--- src/rtl/e_alloc_pkg.sv ---
// Shared width helpers and population count for the circular slot allocator.
package e_alloc_pkg;

    localparam int POP_W = 256;  // widest slot vector popcount() accepts

    function automatic int alloc_id_w(input int w);
        return $clog2(w);
    endfunction

    function automatic int cnt_w(input int w);
        return $clog2(w + 1);
    endfunction

    function automatic int popcount(input logic [POP_W-1:0] v);
        int n;
        n = 0;
        for (int i = 0; i < POP_W; i++) begin
            n = n + int'(v[i]);
        end
        return n;
    endfunction

endpackage

--- src/rtl/e_alloc_find.sv ---
// Combinational circular zero finder: first 0 bit of vec_i searching pos-1, pos-2, ... wrapping, pos last.
// Two-level search: per-group any over RADIX_N bits, then first bit inside the winning group.
module e_alloc_find
    import e_alloc_pkg::*;
#(
    parameter int W       = 32,
    parameter int RADIX_N = 4,
    localparam int IW     = alloc_id_w(W)
) (
    input  logic [W-1:0]  vec_i,
    input  logic [IW-1:0] pos_i,
    output logic [W-1:0]  onehot_o,
    output logic [IW-1:0] id_o,
    output logic          any_o
);

    localparam int NG = (W + RADIX_N - 1) / RADIX_N;

    logic [NG*RADIX_N-1:0] rot;
    logic [NG-1:0]         grp_any;

    // rot[i] is the free flag of the i-th slot in search order; pad bits stay 0
    always_comb begin
        logic [IW-1:0] src;
        src = '0;
        rot = '0;
        for (int i = 0; i < W; i++) begin
            src    = pos_i - IW'(1) - IW'(i);
            rot[i] = ~vec_i[src];
        end
    end

    always_comb begin
        grp_any = '0;
        for (int g = 0; g < NG; g++) begin
            grp_any[g] = |rot[g*RADIX_N +: RADIX_N];
        end
    end

    always_comb begin
        logic               found_g;
        logic               found_b;
        int                 sel_g;
        int                 sel_b;
        logic [RADIX_N-1:0] grp;
        found_g = 1'b0;
        found_b = 1'b0;
        sel_g   = 0;
        sel_b   = 0;
        for (int g = 0; g < NG; g++) begin
            if (!found_g && grp_any[g]) begin
                found_g = 1'b1;
                sel_g   = g;
            end
        end
        grp = rot[sel_g*RADIX_N +: RADIX_N];
        for (int b = 0; b < RADIX_N; b++) begin
            if (!found_b && grp[b]) begin
                found_b = 1'b1;
                sel_b   = b;
            end
        end
        any_o    = |grp_any;
        id_o     = pos_i - IW'(1) - IW'(sel_g * RADIX_N + sel_b);
        onehot_o = any_o ? (W'(1) << id_o) : '0;
    end

endmodule

--- src/rtl/e_alloc.sv ---
// Circular slot allocator: up to ALLOC_N same-cycle grants from a rotating pointer, multi-slot free mask.
// Grants are combinational off registered occupancy; freed slots become grantable the following cycle.
module e_alloc
    import e_alloc_pkg::*;
#(
    parameter int W       = 32,
    parameter int ALLOC_N = 2,
    parameter int RADIX_N = 4,
    localparam int IW     = alloc_id_w(W),
    localparam int CW     = cnt_w(W)
) (
    input  logic                        clk,
    input  logic                        rst,
    input  logic [ALLOC_N-1:0]          alloc_req_i,
    output logic [ALLOC_N-1:0]          alloc_gnt_o,
    output logic [ALLOC_N-1:0][IW-1:0]  alloc_id_o,
    input  logic [W-1:0]                free_i,
    output logic [W-1:0]                busy_o,
    output logic [CW-1:0]               count_o,
    output logic                        full_o,
    output logic                        empty_o,
    output logic                        err_o
);

    logic [W-1:0]  busy_q, busy_d;
    logic [IW-1:0] ptr_q, ptr_d;
    logic [CW-1:0] count_q, count_d;
    logic          full_q, full_d;
    logic          empty_q, empty_d;
    logic          err_q, err_d;
    logic [W-1:0]  free_eff;
    logic [W-1:0]  grant_mask;

    // Each channel searches occupancy plus whatever earlier requesting channels just took
    for (genvar k = 0; k < ALLOC_N; k++) begin : g_ch
        logic [W-1:0]  vec;
        logic [W-1:0]  oh;
        logic [W-1:0]  vec_nxt;
        logic [IW-1:0] id;
        logic          any;

        if (k == 0) begin : g_head
            assign vec = busy_q;
        end else begin : g_tail
            assign vec = g_ch[k-1].vec_nxt;
        end

        e_alloc_find #(
            .W       (W),
            .RADIX_N (RADIX_N)
        ) u_find (
            .vec_i    (vec),
            .pos_i    (ptr_q),
            .onehot_o (oh),
            .id_o     (id),
            .any_o    (any)
        );

        assign vec_nxt        = vec | (alloc_req_i[k] ? oh : '0);
        assign alloc_gnt_o[k] = alloc_req_i[k] & any & ~rst;
        assign alloc_id_o[k]  = id;
    end

    assign grant_mask = g_ch[ALLOC_N-1].vec_nxt & ~busy_q;
    assign free_eff   = free_i & busy_q;

    always_comb begin
        busy_d  = (busy_q & ~free_eff) | grant_mask;
        ptr_d   = ptr_q;
        for (int k = 0; k < ALLOC_N; k++) begin
            if (alloc_gnt_o[k]) begin
                ptr_d = alloc_id_o[k];
            end
        end
        count_d = CW'(int'(count_q) - popcount(POP_W'(free_eff)) + popcount(POP_W'(grant_mask)));
        full_d  = (count_d == CW'(W));
        empty_d = (count_d == '0);
        err_d   = |(free_i & ~busy_q);
    end

    always_ff @(posedge clk) begin
        if (rst) begin
            busy_q  <= '0;
            ptr_q   <= '0;
            count_q <= '0;
            full_q  <= 1'b0;
            empty_q <= 1'b1;
            err_q   <= 1'b0;
        end else begin
            busy_q  <= busy_d;
            ptr_q   <= ptr_d;
            count_q <= count_d;
            full_q  <= full_d;
            empty_q <= empty_d;
            err_q   <= err_d;
        end
    end

    assign busy_o  = busy_q;
    assign count_o = count_q;
    assign full_o  = full_q;
    assign empty_o = empty_q;
    assign err_o   = err_q;

endmodule

--- config.mk ---
export PLATFORM = sky130hd
export DESIGN_NAME = e_alloc
export DESIGN_NICKNAME = d
export VERILOG_FILES = /design/src/rtl/e_alloc_pkg.sv /design/src/rtl/e_alloc_find.sv /design/src/rtl/e_alloc.sv
export SDC_FILE = /design/constraint.sdc
export NUM_CORES = 1
export LEC_CHECK = 0
export CAP_MARGIN = 20
export CORE_ASPECT_RATIO = 1.5
export CORE_MARGIN = 8
export CORE_UTILIZATION = 46
export CTS_BUF_LIST = sky130_fd_sc_hd__clkbuf_16
export CTS_CLUSTER_SIZE = 16
export DETAILED_ROUTE_END_ITERATION = 12
export MAX_ROUTING_LAYER = met4
export PLACE_DENSITY = 0.65
export SKIP_CTS_REPAIR_TIMING = 1
export SLEW_MARGIN = 0
export SYNTH_ARGS = -nofsm -noshare
export SYNTH_HDL_FRONTEND = slang
export SYNTH_SLANG_ARGS = --single-unit
--- constraint.sdc ---
create_clock -name clk -period 19.9 [get_ports clk]
set_input_delay 1.99 -clock clk [delete_from_list [all_inputs] [get_ports clk]]
set_output_delay 1.99 -clock clk [all_outputs]
set_load 0.005 [all_outputs]
==> results.py <==
metrics = {
    "clocking": {
        "cts_buffers": 5,
        "clock-sinks": 46,
        "path_clk_slew_ns": 0.07,
        "ctsHtreeMaxLevel": 2,
        "clock-root-buffer": "clkbuf_16",
        "clock_path_buffers": 2,
        "insertion_delay_ns": 0.32,
        "cts_tree": "yes",
    },
    "placement": {
        "dp_cells": 1989,
        "dp_hpwl_mm": 51.9,
        "io_buffers": 88,
        "gp_congestion": 1.11,
    },
    "grt": {
        "grt_pass1_vias": 14200,
        "antenna_found_initial": 0,
        "grt_usage_pct": 42.9,
        "grt_pass1_wl_mm": 95.1,
        "globalRoute.totalOverflow": 0,
        "grt_max_degree": 69,
    },
    "job": {
        "cap_violations": 0,
    },
    "sta": {
        "final_max_slew_viol_count": 0,
        "final.setup_skew_ns": 0.00942,
        "min_period_ns": 19.20,
        "worst_pin_slew_ns": 1.03,
        "hold_violations": 0,
        "maxSlewHeadroom_pct": 30.7,
        "fmax_mhz": 52.1,
        "fin_crit_sh_pct": 96.5,
        "final-setup-viol-count": 0,
    },
    "yosys": {
        "synth-edff-count": 0,
        "yosys.area.top_type_share_pct": 10.4,
        "yosysSeqAreaShare_pct": 7.84,
        "yosysMostFrequentCell": "nor2_1",
        "synth_largest_area_cell": "fa_1",
        "synth_flop_cell": "dfxtp_1",
        "ys_warn_count": 0,
        "ys_seq_elements": 46,
        "synth-async-reset-ratio_pct": 0,
        "synth_fp_nets": 1720,
        "syn_area_mm2": 0.0117,
        "synth_commonest_cells": "nor2_1 (186), nand2_1 (147), inv_1 (140)",
        "syn_area_per_cell_um2": 7.34,
        "synth.area.top_cells": "fa_1 (10%), mux2i_1 (7.9%), dfxtp_1 (7.8%)",
        "synth_cell_types": 89,
        "syn_inst": 1599,
    },
    "floorplan": {
        "pin_count": 89,
        "core_mm2": 0.0251,
        "dieArea_mm2": 0.0310,
        "dieWidth_um": 146,
        "fp-row-count": 71,
        "die_h_um": 212,
        "start_util_pct": 46.9,
    },
    "setup_path": {
        "worst_path_most_repeated_cell": "fa_1",
        "cp_slowest_cell": "fa_1",
        "crit_arrival_ns": 19.45,
        "critPathKind": "reg -> reg",
        "start_kind": "flop",
        "end_kind": "flop",
        "worst_path_largest_cell_delay_ns": 0.85,
        "cp_max_fo": 16,
        "cp-startpoint": "ptr_q[1]$_SDFFE_PP0P_",
        "r2r_start": "ptr_q[1]$_SDFFE_PP0P_",
        "ff2ff_path_depth": 70,
        "required_ns": 20.15,
    },
    "worst_hold_path": {
        "min_path_cells": 1,
        "min_from": "busy_o[15]$_SDFF_PP0_",
        "hold_path.class": "reg -> reg",
    },
    "final_layout": {
        "drive_gt1_share_pct": 13.7,
        "fin_nets": 1802,
        "instances_no_fill": 2012,
        "area_growth_pct": 16.7,
    },
    "status": {
        "status": "finished, final reports clean",
    },
    "routing": {
        "drcViolationCount": 0,
        "ant_nets": 0,
        "routedWlPerCell_um": 32.7,
        "wirelength_mm": 65.7,
        "firstDrtPassIters": 8,
        "vias": 14400,
        "avgViaCountPerCell": 7.15,
        "drt_iter0_drc": 1632,
    },
}
-- state kept, by name, indices dropped and copies added (netlist names) --
signal	cells
busy_o	32
count_o	6
empty_o	1
err_o	1
full_o	1
ptr_q	5
-- path summary, 6_finish.rpt --
kind	endpoint	slack, ns
worst min register to register	busy_o[15]$_SDFF_PP0_	0.70
worst max register to register	empty_o$_SDFF_PP1_	0.70
worst max-delay path	empty_o$_SDFF_PP1_	0.70
worst min-delay path	busy_o[15]$_SDFF_PP0_	0.70
-- layout make-up --
type / count / area, um2
clock inverter: 2 / 13.8
clock buffer: 6 / 150
antenna: 2 / 5.00
inverter: 144 / 541
sequential: 46 / 926
multi-input combinational: 1317 / 10100
timing repair buffer: 167 / 1510
fill: 2528 / 11400
tap: 328 / 410
-- critical path: cells and delay by family, from the launching register on --
family | cells | cell delay, ns
compound gates | 21 | 5.58
xor+xnor | 6 | 1.51
fa+ha+maj | 14 | 6.14
buf+inv | 12 | 1.65
flops | 1 | 0.52
simple gates | 17 | 3.72
-- cells by family (layout without fill, tap and decap cells) --
logic type      count (synthesis)  in the layout  share of synthesized area (%)
other cells                     0              2                              0
simple gates                  530            530                           21.0
xor+xnor                       52             52                           4.19
mux                           164            164                           16.5
buf+inv                       236            319                           7.81
compound gates                486            486                           29.7
flops                          46             46                           7.84
fa+ha+maj                      85             85                           13.0
-- per-stage QoR --
stage	setup slack, ns	area, um2	hold WS (ns)	util (%)	TNS [ns]
3_3_place_gp	0.663	13200	0.638	52.8	0
4_1_cts	0.375	13400	0.672	53.4	0
3_5_place_dp	0.439	13200	0.655	52.8	0
5_1_grt	-0.0132	13700	0.690	54.7	-0.0132
6_report	0.697	13700	0.700	54.7	0
2_1_floorplan	2.24	11700	0.546	-	0
-- per-layer routing --
layer  vias up  track usage (%)  routed length [um]
met5         -                -                   0
met1      6825             43.4               22000
met4         0             39.1                7490
li1       6089                -                   -
met2      1078             69.6               30700
met3       390             8.80                5550
-- layout by cell type (no fill, tap or decap), types with 10 or more instances in the layout --
cell type | Yosys | layout
or2_2 | 13 | 13
a211oi_1 | 52 | 49
nor2_1 | 186 | 181
a31oi_1 | 20 | 19
o311ai_0 | 11 | 10
nand2_1 | 147 | 147
and2_1 | 31 | 30
o21ai_0 | 69 | 69
nand3_1 | 25 | 25
nor3_1 | 42 | 40
a21o_1 | 12 | 12
nor2b_1 | 11 | 11
a221oi_1 | 21 | 20
xnor2_1 | 40 | 34
buf_4 | 1 | 75
o31ai_1 | 12 | 10
mux2_2 | 53 | 53
mux4_2 | 18 | 18
o22ai_1 | 22 | 21
o32ai_1 | 14 | 14
mux2i_1 | 93 | 87
nand4_1 | 19 | 19
a22oi_1 | 26 | 26
inv_1 | 140 | 140
a21oi_1 | 64 | 63
a211o_1 | 10 | 10
fa_1 | 61 | 61
o211ai_1 | 29 | 29
o21a_1 | 13 | 13
ha_1 | 24 | 23
clkdlybuf4s50_1 | 0 | 88
o21ai_1 | 11 | 10
nand2b_1 | 14 | 14
dfxtp_1 | 46 | 44
Power is not shown: default switching activity piles up to over one toggle a cycle in this logic, so the estimate is an artifact.
